--- config.mk ---
export PLATFORM = sky130hd
export DESIGN_NAME = pwm_decoder_flat
export DESIGN_NICKNAME = d
export VERILOG_FILES = /design/src/rtl/pwm_decoder_if.sv /design/src/rtl/pwm_decoder.sv /design/src/flat_wrapper.sv
export SDC_FILE = /design/constraint.sdc
export NUM_CORES = 1
export LEC_CHECK = 0
export CORE_UTILIZATION = 51
export CTS_CLUSTER_SIZE = 28
export DETAILED_ROUTE_END_ITERATION = 10
export GPL_ROUTABILITY_DRIVEN = 0
export PLACE_DENSITY = 0.74
export SKIP_CTS_REPAIR_TIMING = 1
export SYNTH_ARGS = -nofsm -noshare
export SYNTH_HDL_FRONTEND = slang
export SYNTH_SLANG_ARGS = --single-unit
--- constraint.sdc ---
create_clock -name clk -period 1.68 [get_ports clk]
set_clock_uncertainty 0.05 [all_clocks]
set_input_delay 0.336 -clock clk [delete_from_list [all_inputs] [get_ports clk]]
set_output_delay 0.336 -clock clk [all_outputs]
set_load 0.05 [all_outputs]
--- src/rtl/pwm_decoder_if.sv ---
// rtl/pwm_decoder_if.sv - signal bundle between a PWM line source and the decoder
//
// Purpose : groups the PWM input line and the decoded outputs so the decoder
//           and its environment connect through one port.
// Signals :
//   pwm_in      - single-wire PWM line (source drives, may be asynchronous)
//   code        - last decoded code
//   code_valid  - one-cycle strobe, code/period_err updated with it
//   period_err  - frame just decoded was not PERIOD clocks long
//   signal_lost - high while no frame timing is established
// Modports:
//   master - line source / consumer side (drives pwm_in)
//   slave  - decoder side (drives the decoded outputs)

interface pwm_decoder_if #(
   parameter int WIDTH = 8
);
   logic             pwm_in;
   logic [WIDTH-1:0] code;
   logic             code_valid;
   logic             period_err;
   logic             signal_lost;

   modport master (
      output pwm_in,
      input  code,
      input  code_valid,
      input  period_err,
      input  signal_lost
   );

   modport slave (
      input  pwm_in,
      output code,
      output code_valid,
      output period_err,
      output signal_lost
   );
endinterface

--- src/rtl/pwm_decoder.sv ---
// rtl/pwm_decoder.sv - recovers the code from a single-wire PWM frame stream
//
// Purpose : measures the high time between consecutive rising edges of the
//           PWM line and reports code = high_clocks - 1 with a one-cycle
//           strobe at the start of the following frame. Flags frames whose
//           length differs from PERIOD and declares the line lost after
//           TIMEOUT clocks without a rising edge.
// Ports   :
//   clk    - system clock, all logic on the rising edge
//   rst_n  - synchronous active-low reset
//   bus    - pwm_decoder_if.slave: pwm_in in; code, code_valid,
//            period_err, signal_lost out (all registered)
// Params  :
//   WIDTH   - code width (PERIOD must equal 2**WIDTH)
//   PERIOD  - expected frame length in clocks
//   TIMEOUT - clocks without a rising edge before loss (> PERIOD)

module pwm_decoder #(
   parameter int WIDTH   = 8,
   parameter int PERIOD  = 256,
   parameter int TIMEOUT = 512
) (
   input  logic          clk,
   input  logic          rst_n,
   pwm_decoder_if.slave  bus
);

   localparam int CW = $clog2(TIMEOUT + 1);

   localparam logic [CW-1:0] C_ONE     = CW'(1);
   localparam logic [CW-1:0] C_PERIOD  = CW'(PERIOD);
   localparam logic [CW-1:0] C_TIMEOUT = CW'(TIMEOUT);
   localparam logic [CW-1:0] C_TO_M1   = CW'(TIMEOUT - 1);

   // synchroniser (r_s1, r_s2) and edge-detect delay (r_s3)
   logic             r_s1;
   logic             r_s2;
   logic             r_s3;

   logic [CW-1:0]    r_period_cnt;
   logic [CW-1:0]    r_high_cnt;
   logic             r_armed;

   logic [WIDTH-1:0] r_code;
   logic             r_code_valid;
   logic             r_period_err;
   logic             r_signal_lost;

   logic             w_rise;
   logic [WIDTH-1:0] w_code_meas;

   assign w_rise      = r_s2 & ~r_s3;
   // high_cnt never exceeds PERIOD, so high_cnt-1 always fits in WIDTH bits
   assign w_code_meas = WIDTH'(r_high_cnt - C_ONE);

   always_ff @(posedge clk) begin
      if (!rst_n) begin
         r_s1          <= 1'b0;
         r_s2          <= 1'b0;
         r_s3          <= 1'b0;
         r_period_cnt  <= '0;
         r_high_cnt    <= '0;
         r_armed       <= 1'b0;
         r_code        <= '0;
         r_code_valid  <= 1'b0;
         r_period_err  <= 1'b0;
         r_signal_lost <= 1'b1;
      end else begin
         r_s1         <= bus.pwm_in;
         r_s2         <= r_s1;
         r_s3         <= r_s2;
         r_code_valid <= 1'b0;

         if (w_rise) begin
            // the rise cycle itself is the first high clock of the new frame
            r_period_cnt <= C_ONE;
            r_high_cnt   <= C_ONE;
            if (r_armed) begin
               r_code       <= w_code_meas;
               r_period_err <= (r_period_cnt != C_PERIOD);
               r_code_valid <= 1'b1;
            end else begin
               // first edge after reset/loss only establishes frame timing
               r_armed       <= 1'b1;
               r_signal_lost <= 1'b0;
            end
         end else begin
            if (r_period_cnt != C_TIMEOUT) begin
               r_period_cnt <= r_period_cnt + C_ONE;
            end
            if (r_s2 && (r_high_cnt != C_PERIOD)) begin
               r_high_cnt <= r_high_cnt + C_ONE;
            end
            // fires once on the way to saturation; a stuck-high line is a
            // continuous max-code stream, so report it as the top code
            if (r_period_cnt == C_TO_M1) begin
               r_armed       <= 1'b0;
               r_signal_lost <= 1'b1;
               if (r_s2) begin
                  r_code       <= '1;
                  r_period_err <= 1'b0;
                  r_code_valid <= 1'b1;
               end
            end
         end
      end
   end

   assign bus.code        = r_code;
   assign bus.code_valid  = r_code_valid;
   assign bus.period_err  = r_period_err;
   assign bus.signal_lost = r_signal_lost;

endmodule

--- src/flat_wrapper.sv ---
// flat-port wrapper written by rule: the top's interface ports become plain ports
module pwm_decoder_flat 
#(
   parameter int WIDTH   = 8,
   parameter int PERIOD  = 256,
   parameter int TIMEOUT = 512
)
  (clk, rst_n, bus_pwm_in, bus_code, bus_code_valid, bus_period_err, bus_signal_lost);
  pwm_decoder_if #(.WIDTH(WIDTH)) bus_i ();
  input  logic clk;
  input  logic rst_n;
  input wire logic [$bits(bus_i.pwm_in)-1:0] bus_pwm_in;
  output wire logic [$bits(bus_i.code)-1:0] bus_code;
  output wire logic [$bits(bus_i.code_valid)-1:0] bus_code_valid;
  output wire logic [$bits(bus_i.period_err)-1:0] bus_period_err;
  output wire logic [$bits(bus_i.signal_lost)-1:0] bus_signal_lost;
  assign bus_i.pwm_in = bus_pwm_in;
  assign bus_code = bus_i.code;
  assign bus_code_valid = bus_i.code_valid;
  assign bus_period_err = bus_i.period_err;
  assign bus_signal_lost = bus_i.signal_lost;
  pwm_decoder #(.WIDTH(WIDTH), .PERIOD(PERIOD), .TIMEOUT(TIMEOUT)) u_core (.clk(clk), .rst_n(rst_n), .bus(bus_i));
endmodule
==> results.json <==
{
  "outcome": "complete, no violations",
  "yosysUniqueCellTypes": 43,
  "vdd_drop_max_uv": 484,
  "leakage_nw": 0.764,
  "nets": 214,
  "start_util": 0.548,
  "nFillCells": 259,
  "routedWlPerCell_um": 13.4,
  "crit_type": "reg -> reg",
  "critPathCaptureType": "register",
  "root_buffer": "clkbuf_4",
  "synth.top_cells.by_count": "35 x dfxtp_1, 18 x nor2_1, 10 x inv_1, 10 x nand2_1, 10 x xor2_1",
  "antenna_found_initial": 0,
  "r2r_end": "u_core.bus.code[1]$_SDFFE_PN0P_",
  "cts_tree": "done",
  "grt_usage": 0.216,
  "critPathArrivalTime_ps": 1860,
  "drv_cap": 0,
  "whs_ps": 420,
  "grt_pass1_wl_mm": 5.73,
  "worstRegToRegCells": 5,
  "final_max_slew_viol_count": 0,
  "htree_levels": 2,
  "area_growth_pct": 16.8,
  "drc": 0,
  "cts_buffer_depth": 2,
  "ant_nets": 0,
  "ys.flop_type": "dfxtp_1",
  "cts.sinks": 35,
  "start_kind": "register",
  "utilization": 0.640,
  "crit_chain": "ha_2, nand3_4, or3_4, o21ai_4, o221a_1",
  "syn_nets": 189,
  "path_buf_inv": 0,
  "grt_overflow_total": 0,
  "yosysTopAreaCellShare": 0.409,
  "final_area_mm2": 0.00200,
  "cp_top_family": "simple AND/OR/NAND/NOR gates",
  "die_x_um": 60.0,
  "placedInstanceArea_mm2": 0.00189,
  "finalSetupTns_ps": 0,
  "place_ws_ps": 13.3,
  "die_y_um": 60.0,
  "critical_path_depth": 5,
  "relSlewSlack": 0.738,
  "setup_slack_ps": 60.4,
  "r2r_setup_slack_ps": 60,
  "crit_end": "u_core.bus.code[1]$_SDFFE_PN0P_",
  "multi_input_area_um2": 920,
  "finalSetupViolations": 0,
  "tightest_slew_ps": 390,
  "slowest_stage": "or3_4",
  "worst_hold_path_type": "reg -> reg",
  "worstSkewPairLatency_ps": 340,
  "portBuffers": 13,
  "timing.final.crit_period_ps": 1620,
  "reg2reg_from": "u_core.r_period_cnt[0]$_SDFFE_PN0P_",
  "core-area_mm2": 0.00313,
  "yosys_warnings": 0,
  "synth-edff-count": 0,
  "dieArea_mm2": 0.00360,
  "dr.pass1.iters": 4,
  "synthTopCellsByArea": "dfxtp_1 41%, o221a_1 5.3%, xor2_1 5.1%",
  "synth_area_mm2": 0.00171,
  "regArea_um2": 703,
  "yosysSeqAreaShare": 0.409,
  "rows": 20,
  "yosysMostFrequentCell": "dfxtp_1",
  "ys_ff_latch": 35,
  "worstSetupStartpoint": "u_core.r_period_cnt[0]$_SDFFE_PN0P_",
  "required_ps": 1920,
  "cp_slowest_stage_delay_ps": 440,
  "fmax_mhz": 617,
  "wl_mm": 3.37,
  "grt_max_degree": 14,
  "powerDensity_mw_per_mm2": 812,
  "drive_gt1_frac": 0.227,
  "path_clk_slew_ps": 110,
  "p_total_mw": 1.63,
  "cts_buffers": 5,
  "dp_hpwl_mm": 2.44,
  "ys_async_sr_fraction": 0,
  "via_per_inst": 5.39,
  "insertedDiodeCount": 0,
  "placed_cells": 242,
  "worst-path-max-fanout": 5,
  "synth_cells": 181,
  "final_cell_count_no_fill": 251,
  "num_vias": 1354,
  "avgSynthCellArea_um2": 9.47,
  "drt_iter0_drc": 92,
  "hold_viol": 0,
  "ios": 14,
  "yosys.area.top_type": "dfxtp_1",
  "first_global_vias": 1276,
  "fin_crit_sh": 0.964
}
-- worst register-to-register path: cells and delay by family (launching register included) --
family,cells,cell delay [ps]
flip-flops,1,370
adder cells (fa/ha/maj),1,220
AO/OA/AOI/OAI,2,430
AND/OR/NAND/NOR,2,520
-- power breakdown --
part	internal [mW]	leakage (nW)	switching [mW]
clock	0.352	0.0482	0.281
combinational	0.0566	0.432	0.0731
sequential	0.846	0.284	0.0170
-- worst min path at each step --
stage	to	startpoint	slack [ps]	depth (start not counted)
global route	u_core.r_s2$_SDFF_PN0_	u_core.r_s1$_SDFF_PN0_	440	1
finish	u_core.r_s2$_SDFF_PN0_	u_core.r_s1$_SDFF_PN0_	420	1
global placement	u_core.r_s2$_SDFF_PN0_	u_core.r_s1$_SDFF_PN0_	380	1
floorplan	u_core.r_s2$_SDFF_PN0_	u_core.r_s1$_SDFF_PN0_	360	1
detailed placement	u_core.r_s2$_SDFF_PN0_	u_core.r_s1$_SDFF_PN0_	390	1
CTS	u_core.r_s2$_SDFF_PN0_	u_core.r_s1$_SDFF_PN0_	430	1
-- area by class of cell --
class / count / area share
clock inverters: 2 / 0.0175
inverters: 10 / 0.0188
multi-input cells: 128 / 0.459
repair buffers: 26 / 0.100
well taps: 44 / 0.0275
clock buffers: 6 / 0.0256
flip-flops and latches: 35 / 0.351
-- cell usage in the layout (no fill, tap or decap), types with 3 or more instances in the layout --
cell       n
dfxtp_1   33
buf_4     24
nor2_1    18
inv_1     10
nand2_1   10
xor2_1    10
a21oi_1    8
xnor2_1    8
o221a_1    8
nand4_1    6
o21ai_0    6
nor3_1     5
nand3_1    5
clkbuf_4   5
ha_1       4
nor2b_1    3
mux2i_1    3
or3_1      3
a31oi_1    3
and2_1     3
-- cell families (layout without fill, tap and decap cells) --
logic type	count (synthesis)	after routing	synth area share
AOI/OAI and AO/OA	29	30	0.128
muxes	3	3	0.0175
buffers and inverters	19	44	0.0693
DFF	35	35	0.409
and+or+nand+nor	72	72	0.247
xor gates and xnor gates	18	18	0.0920
adders and majority gates	5	5	0.0365
-- sequential cells by signal, indices dropped and copies added, names as in the netlist --
signal / cells
u_core.r_s1: 1
u_core.bus.period_err: 1
u_core.bus.code: 8
u_core.bus.code_valid: 1
u_core.bus.signal_lost: 1
u_core.r_s2: 1
u_core.r_period_cnt: 10
u_core.r_s3: 1
u_core.r_armed: 1
u_core.r_high_cnt: 10
-- routing by layer --
metal / vias to the layer above / share of wire / global-route usage
met5: - / 0 / 0
met4: 0 / 0.019 / 0.106
met3: 7 / 0.041 / 0.0519
met2: 35 / 0.44 / 0.319
met1: 618 / 0.50 / 0.293
li1: 694 / - / -
Note: power is estimated with default switching activity, not from simulation.
